## config.mk

```make
export PLATFORM = sky130hd
export DESIGN_NAME = inst_sram_axi_bridge
export DESIGN_NICKNAME = d
export VERILOG_FILES = /design/src/rtl/inst_sram_axi_bridge.sv
export SDC_FILE = /design/constraint.sdc
export NUM_CORES = 1
export LEC_CHECK = 0
export ABC_CLOCK_PERIOD_IN_PS = 1700
export BUFFER_PORTS_ARGS = -buffer_cell sky130_fd_sc_hd__buf_2
export CORE_ASPECT_RATIO = 1.4
export CORE_UTILIZATION = 38
export CTS_CLUSTER_SIZE = 30
export DETAILED_ROUTE_END_ITERATION = 8
export HOLD_SLACK_MARGIN = 0.12
export PLACE_DENSITY = 0.87
export SETUP_SLACK_MARGIN = 0.3
export SYNTH_ARGS = -nofsm -noshare
export SYNTH_HDL_FRONTEND = slang
export SYNTH_SLANG_ARGS = --single-unit
```

## constraint.sdc

```tcl
create_clock -name clk -period 1.7 [get_ports clk]
set_input_delay 0.085 -clock clk [delete_from_list [all_inputs] [get_ports clk]]
set_output_delay 0.085 -clock clk [all_outputs]
set_load 0.01 [all_outputs]
```

## src/rtl/inst_sram_axi_bridge.sv

```systemverilog
// inst_sram_axi_bridge
// Turns IF-stage inst_sram fetches into single-beat AXI4 reads, one outstanding
// read at a time, and stalls the pipeline until the word is available.
// Optional feature: define INST_BRIDGE_ACCERR_EN to report a non-OKAY rresp on
// fetch_err_o; otherwise rresp is ignored and fetch_err_o is tied low.
module inst_sram_axi_bridge #(
   parameter int              ID_W     = 4,
   parameter logic [ID_W-1:0] AXI_ID   = '0,
   parameter bit              KSEG_MAP = 1'b1
) (
   input  logic            clk,
   input  logic            rst_n,
   input  logic            inst_sram_en,
   input  logic [31:0]     inst_sram_addr,
   input  logic            flush_i,
   output logic [31:0]     inst_sram_rdata,
   output logic            stall_req_o,
   output logic            fetch_err_o,
   output logic [ID_W-1:0] arid,
   output logic [31:0]     araddr,
   output logic [7:0]      arlen,
   output logic [2:0]      arsize,
   output logic [1:0]      arburst,
   output logic            arvalid,
   input  logic            arready,
   input  logic [ID_W-1:0] rid,
   input  logic [31:0]     rdata,
   input  logic [1:0]      rresp,
   input  logic            rlast,
   input  logic            rvalid,
   output logic            rready
);

   typedef enum logic [1:0] {S_IDLE, S_AR, S_R, S_DATA} state_t;

   state_t      state, state_nxt;
   logic [31:0] araddr_q;
   logic [31:0] rdata_q;
   logic        discard;
   logic        drop_beat;

   // kseg0/kseg1 fold onto the physical window; the low two bits never reach the bus
   function automatic logic [31:0] map_addr(input logic [31:0] a);
      logic [31:0] m;
      m = a;
      if (KSEG_MAP && (a[31:30] == 2'b10)) m = a & 32'h1FFF_FFFF;
      return {m[31:2], 2'b00};
   endfunction

   // A flush arriving with the beat itself counts the same as an earlier one
   assign drop_beat = discard | flush_i;

   // State register
   always_ff @(posedge clk) begin
      if (!rst_n) state <= S_IDLE;
      else        state <= state_nxt;
   end

   // Next-state logic: AR is never withdrawn and R is always drained
   always_comb begin
      state_nxt = state;
      case (state)
         S_IDLE: if (inst_sram_en) state_nxt = S_AR;
         S_AR:   if (arready)      state_nxt = S_R;
         S_R:    if (rvalid)       state_nxt = drop_beat ? S_IDLE : S_DATA;
         S_DATA: state_nxt = S_IDLE;
         default: state_nxt = S_IDLE;
      endcase
   end

   // Output decode: handshakes and pipeline stall
   always_comb begin
      arvalid     = 1'b0;
      rready      = 1'b0;
      stall_req_o = 1'b0;
      case (state)
         S_IDLE: stall_req_o = inst_sram_en;
         S_AR: begin
            arvalid     = 1'b1;
            stall_req_o = 1'b1;
         end
         S_R: begin
            rready      = 1'b1;
            stall_req_o = 1'b1;
         end
         default: stall_req_o = 1'b0;
      endcase
      if (!rst_n) stall_req_o = 1'b0;
   end

   // Address latch, flush bookkeeping and read-data capture
   always_ff @(posedge clk) begin
      if (!rst_n) begin
         araddr_q <= '0;
         rdata_q  <= '0;
         discard  <= 1'b0;
      end else begin
         if ((state == S_IDLE) && inst_sram_en) araddr_q <= map_addr(inst_sram_addr);
         if (((state == S_AR) || (state == S_R)) && flush_i) discard <= 1'b1;
         if ((state == S_R) && rvalid) begin
            if (drop_beat) discard <= 1'b0;
            else           rdata_q <= rdata;
         end
      end
   end

`ifdef INST_BRIDGE_ACCERR_EN
   logic err_q;

   // Error flag travels with the captured word; dropped beats leave it alone
   always_ff @(posedge clk) begin
      if (!rst_n) err_q <= 1'b0;
      else if ((state == S_R) && rvalid && !drop_beat) err_q <= (rresp != 2'b00);
   end

   assign fetch_err_o = err_q;

   logic unused_ok;
   assign unused_ok = ^{rid, rlast};
`else
   assign fetch_err_o = 1'b0;

   logic unused_ok;
   assign unused_ok = ^{rid, rlast, rresp};
`endif

   assign inst_sram_rdata = rdata_q;
   assign araddr          = araddr_q;
   assign arid            = AXI_ID;
   assign arlen           = 8'd0;
   assign arsize          = 3'b010;
   assign arburst         = 2'b01;

endmodule

```

-- Word-level counts from Yosys, hierarchy flattened
Cells that the tools add are included.
- reduce and logical (&&, ||, !) cells: 8
- bitwise logic cells: 2
- div/mod/pow operators: 0
- shift-type cells: 0
- magnitude comparators: 0
- equality and inequality tests: 7
- multipliers: 0
- add/subtract/negate cells: 0
- muxes and demuxes: 13
- operator list (cell ; number):
    $mux 32 ; 1
    $mux 2 ; 4
    $pmux 2 s4 ; 1
    $eq 2x2->1 const B ; 3
    $mux 1 ; 6
    $ne 2x2->1 const B ; 3
    $logic_and 1x1->1 ; 3
    $reduce_and 3->1 ; 1
    $eq 2x1->1 const B ; 1
    $logic_not 2->1 ; 1
    $pmux 1 s2 ; 1
    $reduce_and 2->1 ; 1
    $reduce_or 2->1 ; 1
    $logic_or 1x1->1 ; 1
    $not 1->1 ; 1
    $or 1x1->1 ; 1
- RAM bits: 0
- output and inout bits: 85
- bits in registers: 65
- memories: 0
- memory bits (read-only): 0
- latch bits: 0

-- Longest topological paths before layout
Gate-level depths: netlist (run 1).
- depth in word-level cells: 6
- gate-level depth with buffers: 7

-- Least setup slack after synthesis (run 1)
Ideal clock, no wire load.
- path type: reg-to-reg
- from: register state[0]
- to: register state[0]
- setup slack: 42 ps
- path buffers: 0
- period minus slack after synthesis: 1658 ps
- stages on the path, launching flop included: 6
- library setup time: 122 ps
- data arrival time: 1536 ps
- cells stage by stage: dfxtp_1 inv_1 ha_1 nor2b_4 or3_4 o311a_1
- cells in the longest elaborated chain, start to end: 3
- elaborated cells between the ends (all ways): 9
- those cells by class: 6 x eq/ne; 1 x mux; 2 x reduce/logical
- ends and longest elaborated chain (element ; RTL line ; source):
    start, declared ; 36 ; state_t state, state_nxt;
    start signal, assigned ; 56 ; else state <= state_nxt;
    $eq 2x2->1 (tied with other cells) ; 62 ; case (state)
    $ne 2x2->1 (no line) ; - ;
    $reduce_and 3->1 (no line) ; - ;
Parallel ways exist; a longest one is shown, timed or not.
A chain may end at the register's enable or synchronous reset.

-- Worst setup path after layout (run 1)
- from: register state[1]
- to: register state[0]
Same word-level chain as after synthesis.

==> results of run 1 <==
[kinds of logic after synthesis]
kind of cell,after synthesis,share of synthesized area (%)
buffers and inverters,44,9.93
flip-flops,65,51.1
adder cells (fa/ha/maj),5,2.46
AO/OA/AOI/OAI,68,14.1
other,2,0.295
AND/OR/NAND/NOR,136,22.1
[state kept, by name, indices dropped and copies added (netlist names)]
register,flops
inst_sram_rdata,32
araddr,30
discard,1
state,2
[how the worst min path moves through the flow]
stage / endpoint / slack (ns) / depth (start not counted) / from
after global placement: araddr[12] / 0.32 / 3 / inst_sram_addr[12]
final: state[1] / 0.23 / 4 / arready
after detailed placement: araddr[20] / 0.33 / 3 / inst_sram_addr[20]
after CTS: state[1] / 0.19 / 4 / arready
after global routing: state[1] / 0.23 / 4 / arready
after floorplan: discard / 0.19 / 1 / rvalid
[area by class of cell]
class	count	area (um^2)
Fill cell	426	1680
Timing Repair Buffer	217	1590
Multi-Input combinational cell	229	1450
Sequential cell	65	1310
Clock buffer	10	138
Tap cell	72	90.1
Clock inverter	6	66.3
Inverter	3	18.8
[metal layers]
metal  global-route usage (%)  wire (um)  up-vias
li1                         -          -     1400
met1                     23.0       3270     1388
met2                     42.1       4790      156
met3                     7.16        690       16
met4                     9.85        156        0
met5                        0          0        -
[synth_stat cells (all sizes together)]
| master | n | area (um^2) |
|---|---|---|
| a211oi | 1 | 7.51 |
| a21oi | 63 | 315 |
| and2 | 1 | 6.26 |
| and4bb | 1 | 12.5 |
| buf | 30 | 200 |
| clkbuf | 11 | 41.3 |
| conb | 2 | 7.51 |
| dfxtp | 65 | 1300 |
| ha | 5 | 62.6 |
| inv | 3 | 11.3 |
| nand2 | 123 | 462 |
| nand2b | 1 | 6.26 |
| nand3 | 2 | 10.0 |
| nand4bb | 1 | 11.3 |
| nor2 | 1 | 3.75 |
| nor2b | 3 | 26.3 |
| nor3 | 1 | 5.00 |
| nor3b | 1 | 7.51 |
| o311a | 2 | 20.0 |
| o31ai | 1 | 7.51 |
| o41ai | 1 | 8.76 |
| or3 | 1 | 11.3 |
[per-stage QoR]
step	hold WS (ns)	power, mW	std cells
floorplan	0.185	2.63	338
CTS	0.195	4.67	593
global route	0.227	5.15	602
finish	0.227	4.90	602
detailed placement	0.332	3.05	506
global placement	0.325	2.99	506
[critical path, cell delays in order (launching register included)]
cell and delay (ns):
dfxtp_4 0.39, inv_6 0.05, ha_4 0.16, nor2b_4 0.12, or3_4 0.37, o311a_1 0.33
[power groups by stage]
stage / Combinational [mW] / Clock (mW) / Sequential, mW
detailed placement: 1.18 / 0 / 1.87
global placement: 1.14 / 0 / 1.85
global route: 1.87 / 1.41 / 1.87
finish: 1.71 / 1.33 / 1.85
CTS: 1.47 / 1.36 / 1.85
floorplan: 0.695 / 0 / 1.94
[what timing repair did]
item,CTS,global route
endpoints found under the setup margin,5,41
gates resized for setup,14,95
setup buffers,5,7
endpoints found under the hold margin,65,0
cloned,1,2
hold buffers,65,0
pin swaps,2,33
==> impl_metrics.csv, run 1 <==
group,metric,value,unit
critical_path,r2r_start,"state[1]",
yosys,synth.distinct_cells,25,
sta,fin_skew,0.00795,ns
floorplanning,die_area,7030,um^2
yosys,ys_ff_latch,65,
finish,fin_util,73.5,%
global_routing,grt_pass1_wl,12.5,mm
sta,fin_crit,1.53,ns
place,postPlaceCellArea,3220,um^2
floorplanning,start_util,40.2,%
place,hpwlAfterDp,4.31,mm
clocking,cts_tree,"built",
finish,syn_to_final_growth,83.1,%
critical_path,start_kind,"flip-flop",
route,vias_per_cell,4.92,
yosys,avgSynthCellArea,7.95,um^2
power,switching_share,32.9,%
power,leakage,2.24,nW
global_routing,grt_pass1_vias,2842,
power,p_sw,1.61,mW
route,drt_iter0_markers,123,
sta,fin_ws,0.170,ns
global_routing,grt.total_usage,22.7,%
critical_path,r2r_slack,0.17,ns
power,ir_worst_vdd,0.734,mV
sta,max_clock_freq,654,MHz
route,post_drt_wl_per_cell,14.8,um
clocking,clk_pin_slew,0.07,ns
power,p_per_area,1050,nW/um^2
critical_path,critPathArrivalTime,1.75,ns
floorplanning,coreArea,6340,um^2
yosys,ys.warnings.count,0,
clocking,clockBufferDepth,2,
critical_path,end_kind,"flip-flop",
floorplanning,num_rows,34,
clocking,cts-root-buf,"clkbuf_8",
clocking,cts_max_level,3,
critical_path,rr_endpoint,"state[0]",
min_path,holdCritPathClass,"in2reg",
finish,layout-drive-gt1-share,46.2,%
route,ant_nets,0,
clocking,clk_latency,0.33,ns
sta,fin_crit_sh,90.0,%
power,internal_power,3.29,mW
yosys,synth_cells,320,
sta,finalSetupViolCount,0,
route,drt-pass1-iter-count,6,
finish,diodes,0,
floorplanning,die_w,71.2,um
yosys,seq_area_frac_synth,51.1,%
finish,layout_commonest_cell,"buf_2",
critical_path,critPathKind,"reg2reg",
power,p_seq_share,37.9,%
clocking,cts_buffers,9,
finish,final_area,4660,um^2
sta,finalSetupTns,0,ns
finish,layout_common_cells,"132 x buf_2, 93 x nand2_1, 65 x dlygate4sd3_1, 63 x dfxtp_1, 32 x a21oi_1",
critical_path,endpoint,"state[0]",
global_routing,grt_max_degree,63,
yosys,synth_area,2540,um^2
sta,hold_viol,0,
route,vias,2960,
place,place.gp.congestion,0.769,
power,combPwrFrac,35.0,%
sta,drv_slew,0,
critical_path,cp.required,1.92,ns
place,pre_cts_ws,0.109,ns
sta,rsz0062_at_grt,"yes",
finish,fin_nets,607,
global_routing,grt-ovfl-total,0,
power,pwr-share-clk,27.1,%
route,totalWireLength,8.91,mm
flow_run,cap_violations,0,
route,drt_drc_violations_left,12,
critical_path,crit_start,"state[1]",
status,outcome,"finished, violations left",
place,io_buffers,132,
global_routing,antenna_found_initial,0,
critical_path,rr_worst_depth,5,
clocking,cts_sinks,65,
floorplanning,ioPinCount,162,
status,violations,"DRC",
critical_path,path_max_fanout,3,
floorplanning,die_h,98.8,um
(Power assumes the default switching activity.)
==> inputs of run 2 (changes only) <==
==> config.mk (replaced) <==
export PLATFORM = sky130hd
export DESIGN_NAME = inst_sram_axi_bridge
export DESIGN_NICKNAME = d
export VERILOG_FILES = /design/src/rtl/inst_sram_axi_bridge.sv
export SDC_FILE = /design/constraint.sdc
export NUM_CORES = 1
export LEC_CHECK = 0
export ABC_CLOCK_PERIOD_IN_PS = 1300
export CORE_ASPECT_RATIO = 0.9
export CORE_UTILIZATION = 55
export CTS_CLUSTER_SIZE = 30
export DETAILED_ROUTE_END_ITERATION = 8
export DONT_BUFFER_PORTS = 1
export HOLD_SLACK_MARGIN = 0.12
export PLACE_DENSITY = 0.84
export SETUP_SLACK_MARGIN = 0.3
export SYNTH_ARGS = -nofsm -noshare
export SYNTH_HDL_FRONTEND = slang
export SYNTH_SLANG_ARGS = --single-unit
==> constraint.sdc (replaced) <==
create_clock -name clk -period 1.3 [get_ports clk]
set_input_delay 0.065 -clock clk [delete_from_list [all_inputs] [get_ports clk]]
set_output_delay 0.065 -clock clk [all_outputs]
set_load 0.01 [all_outputs]
==> run 2 against run 1 <==
Against the previous run: the flow now stops in global routing (5_1_grt); synthesized cell count unchanged; synthesized area unchanged.
==> impl_metrics.csv, run 2 <==
group,metric,value,unit
yosys,synth_cells,320,
floorplanning,die_w,73.7,um
sta,worst_endpoint,"state[1]$_SDFFE_PN0P_/D",
yosys,avgSynthCellArea,7.95,um^2
yosys,ys.warnings.count,0,
clocking,cts_sinks,65,
yosys,synthFlopType,"dfxtp_1",
yosys,yosysMostFrequentCell,"nand2_1",
yosys,synth_area,2540,um^2
yosys,synth-compound-area-share,14.1,%
place,place.gp.congestion,0.690,
floorplanning,die_h,66.5,um
yosys,ys_ff_latch,65,
clocking,cts_buffers,9,
yosys,synth_edf_count,0,
status,outcome,"did not finish",
global_routing,grt_max_degree,33,
yosys,synth_commonest_cells,"123 x nand2_1, 65 x dfxtp_1, 63 x a21oi_1",
yosys,synth_top_family_by_area,"simple AND/OR/NAND/NOR gates",
status,tool.error,"[ERROR DPL-0038] Utilization greater than 100%, impossible to legalize",
status,stop_stage,"global routing (5_1_grt)",
yosys,synth_top_cell_area_share,51.1,%
floorplanning,start_util,57.1,%
clocking,cts_max_level,3,
yosys,synth-simple-area-share,22.1,%
yosys,synth.area.top_cells,"dfxtp_1 51%, nand2_1 18%, a21oi_1 12%, buf_4 5.9%, ha_1 2.5%",
place,io_buffers,0,
place,hpwlAfterDp,3.76,mm
yosys,synthAdderAreaFrac,2.46,%
clocking,cts-root-buf,"clkbuf_8",
place,postPlaceCellArea,2650,um^2
yosys,yosys.area.top_type,"dfxtp_1",
floorplanning,ioPinCount,162,
yosys,async_flop_share,0,%
sta,worst_endpoint_kind,"register input",
yosys,synth.area.mux_share,0,%
yosys,synth.distinct_cells,25,
yosys,seq_area_frac_synth,51.1,%
floorplanning,num_rows,23,
yosys,yosys.area_share.xor_xnor,0,%
clocking,clockBufferDepth,2,
==> run 2: through the flow <==
stage	std cells	setup slack (ns)
floorplan	338	-0.211
CTS	480	-0.261
global placement	377	-0.210
detailed placement	377	-0.256
==> run 2: cells by family after synthesis <==
family	after synthesis
simple gates	136
flops	65
buf+inv	44
fa+ha+maj	5
compound gates	68
other cells	2
==> run 2: what timing repair did <==
item                                   in CTS
hold buffers                               65
gates resized for setup                   131
gates cloned                               10
pin swaps                                  55
setup endpoints to repair                  68
endpoints found under the hold margin      65
setup buffers                              12
==> inputs of run 3 (changes only) <==
==> config.mk (replaced) <==
export PLATFORM = sky130hd
export DESIGN_NAME = inst_sram_axi_bridge
export DESIGN_NICKNAME = d
export VERILOG_FILES = /design/src/rtl/inst_sram_axi_bridge.sv
export SDC_FILE = /design/constraint.sdc
export NUM_CORES = 1
export LEC_CHECK = 0
export ABC_CLOCK_PERIOD_IN_PS = 1700
export CORE_UTILIZATION = 40
export DETAILED_ROUTE_END_ITERATION = 8
export DONT_BUFFER_PORTS = 1
export PLACE_DENSITY_LB_ADDON = 0.15
export SYNTH_ARGS = -nofsm -noshare
export SYNTH_HDL_FRONTEND = slang
export SYNTH_SLANG_ARGS = --single-unit
==> constraint.sdc (replaced) <==
create_clock -name clk -period 1.7 [get_ports clk]
set_input_delay 0.085 -clock clk [delete_from_list [all_inputs] [get_ports clk]]
set_output_delay 0.085 -clock clk [all_outputs]
set_load 0.01 [all_outputs]
==> run 3 against run 2 <==
Against the previous run: the flow now finishes without violations.
==> impl_metrics.csv, run 3 (same netlist as run 1, synthesis figures left out) <==
group,metric,value,unit
min_path,holdCritPathClass,"in2reg",
power,total_power,4.17,mW
finish,layout-drive-gt1-share,8.53,%
clocking,cts_tree,"built",
route,vias,2278,
finish,layout_common_cells,"123 x nand2_1, 65 x dlygate4sd3_1, 63 x a21oi_1, 63 x dfxtp_1, 20 x conb_1",
place,io_buffers,0,
place,place.gp.congestion,0.662,
floorplanning,start_util,42.2,%
clocking,clockBufferDepth,2,
finish,layout_commonest_cell,"nand2_1",
global_routing,grt_pass1_vias,2118,
clocking,cts_buffers,9,
critical_path,crit_start,"state[0]",
place,dp_cells,382,
power,pwr-share-clk,29.4,%
global_routing,grt_pass1_wl,9.27,mm
route,drt_iter0_markers,80,
floorplanning,die_w,81.8,um
critical_path,path_max_fanout,5,
finish,fill_cells,538,
clocking,cts_sinks,65,
floorplanning,die_h,81.8,um
floorplanning,ioPinCount,162,
critical_path,r2r_start,"state[0]",
power,internal_power,2.86,mW
route,post_drt_wl_per_cell,13.7,um
sta,hold_viol,0,
global_routing,grt_max_degree,37,
power,switching_share,31.6,%
place,postPlaceCellArea,2590,um^2
route,drt_drc_violations_left,0,
floorplanning,num_rows,28,
route,drt-pass1-iter-count,4,
sta,fin_crit_sh,94.2,%
global_routing,grt.total_usage,18.5,%
critical_path,end_kind,"flip-flop",
global_routing,antenna_found_initial,0,
clocking,clk_latency,0.33,ns
route,ant_nets,0,
power,leakage,1.29,nW
sta,max_clock_freq,625,MHz
finish,fin_cells,462,
finish,syn_to_final_growth,34.7,%
power,p_seq_share,46.6,%
sta,fin_skew,0.00691,ns
sta,drv_slew,0,
flow_run,cap_violations,0,
power,ir_worst_vdd,0.633,mV
clocking,cts_max_level,3,
finish,fin_nets,465,
clocking,post-cts-setup-buffer-count,0,
global_routing,grt-ovfl-total,0,
route,totalWireLength,6.34,mm
route,vias_per_cell,4.93,
finish,largest_reg_flops,32,
sta,fin_crit,1.60,ns
power,p_sw,1.32,mW
critical_path,r2r_slack,0.1,ns
critical_path,start_kind,"flip-flop",
floorplanning,coreArea,6030,um^2
finish,final_area,3430,um^2
power,combPwrFrac,24.0,%
critical_path,critPathArrivalTime,1.81,ns
critical_path,cp.required,1.91,ns
sta,rsz0062_at_grt,"no",
critical_path,critPathKind,"reg2reg",
critical_path,rr_worst_depth,5,
power,p_per_area,1220,nW/um^2
finish,diodes,0,
critical_path,endpoint,"state[0]",
status,outcome,"complete, no violations",
floorplanning,die_area,6690,um^2
sta,finalSetupViolCount,0,
clocking,clk_pin_slew,0.07,ns
clocking,cts-root-buf,"clkbuf_8",
critical_path,rr_endpoint,"state[0]",
place,hpwlAfterDp,3.72,mm
sta,finalSetupTns,0,ns
## run 3: cell type report
type,count,area [um^2],share of cell area [%]
flip-flops and latches,65,1300,38.0
multi-input cells,229,1060,30.9
repair buffers,75,776,22.6
clock buffers,9,124,3.61
well taps,75,93.8,2.74
clock inverters,6,60.1,1.75
inverters,3,11.3,0.328
## run 3: repair_timing
action | 4_1_cts | 5_1_grt
hold endpoints to repair | 65 | 0
hold buffers | 65 | 0
setup endpoints to repair | 0 | 4
gates resized for setup | 0 | 5
## run 3: critical path, stage by stage (launching register included)
cell     delay [ns]
dfxtp_2        0.35
inv_2          0.07
ha_1           0.21
nor2b_1        0.16
or3_4          0.37
o311a_1        0.33
## run 3: per-stage QoR
stage	utilization, %	setup slack (ns)	hold WS, ns
2_1_floorplan	-	0.0422	0.185
3_3_place_gp	43.0	0.0609	0.186
3_5_place_dp	43.0	0.0389	0.191
4_1_cts	56.8	0.0192	0.0429
5_1_grt	56.9	0.0267	0.0664
6_report	56.9	0.0994	0.0590
## run 3: metal layers
| layer | global-route usage [%] | vias to the layer above | share of wire [%] |
|---|---|---|---|
| met1 | 19.3 | 1047 | 39 |
| met3 | 6.78 | 9 | 9.6 |
| met4 | 10.2 | 0 | 1.3 |
| met5 | 0 | - | 0 |
| met2 | 32.1 | 104 | 50 |
| li1 | - | 1118 | - |
## run 3: worst min path at each step
stage	start	endpoint	slack (ns)	cells after the start
2_1_floorplan	rvalid	discard	0.19	1
3_3_place_gp	rvalid	discard	0.19	1
3_5_place_dp	rvalid	discard	0.19	1
4_1_cts	inst_sram_addr[30]	araddr[29]	0.04	3
5_1_grt	inst_sram_addr[30]	araddr[29]	0.07	3
6_report	inst_sram_addr[30]	araddr[29]	0.06	3
## run 3: power groups by stage
stage	registers [mW]	logic [mW]	clock network, mW
final	1.94	1.00	1.23
after global routing	1.97	1.12	1.35
after CTS	1.94	1.00	1.27
after detailed placement	1.97	0.879	0
after global placement	1.97	0.861	0
after floorplan	1.93	0.667	0
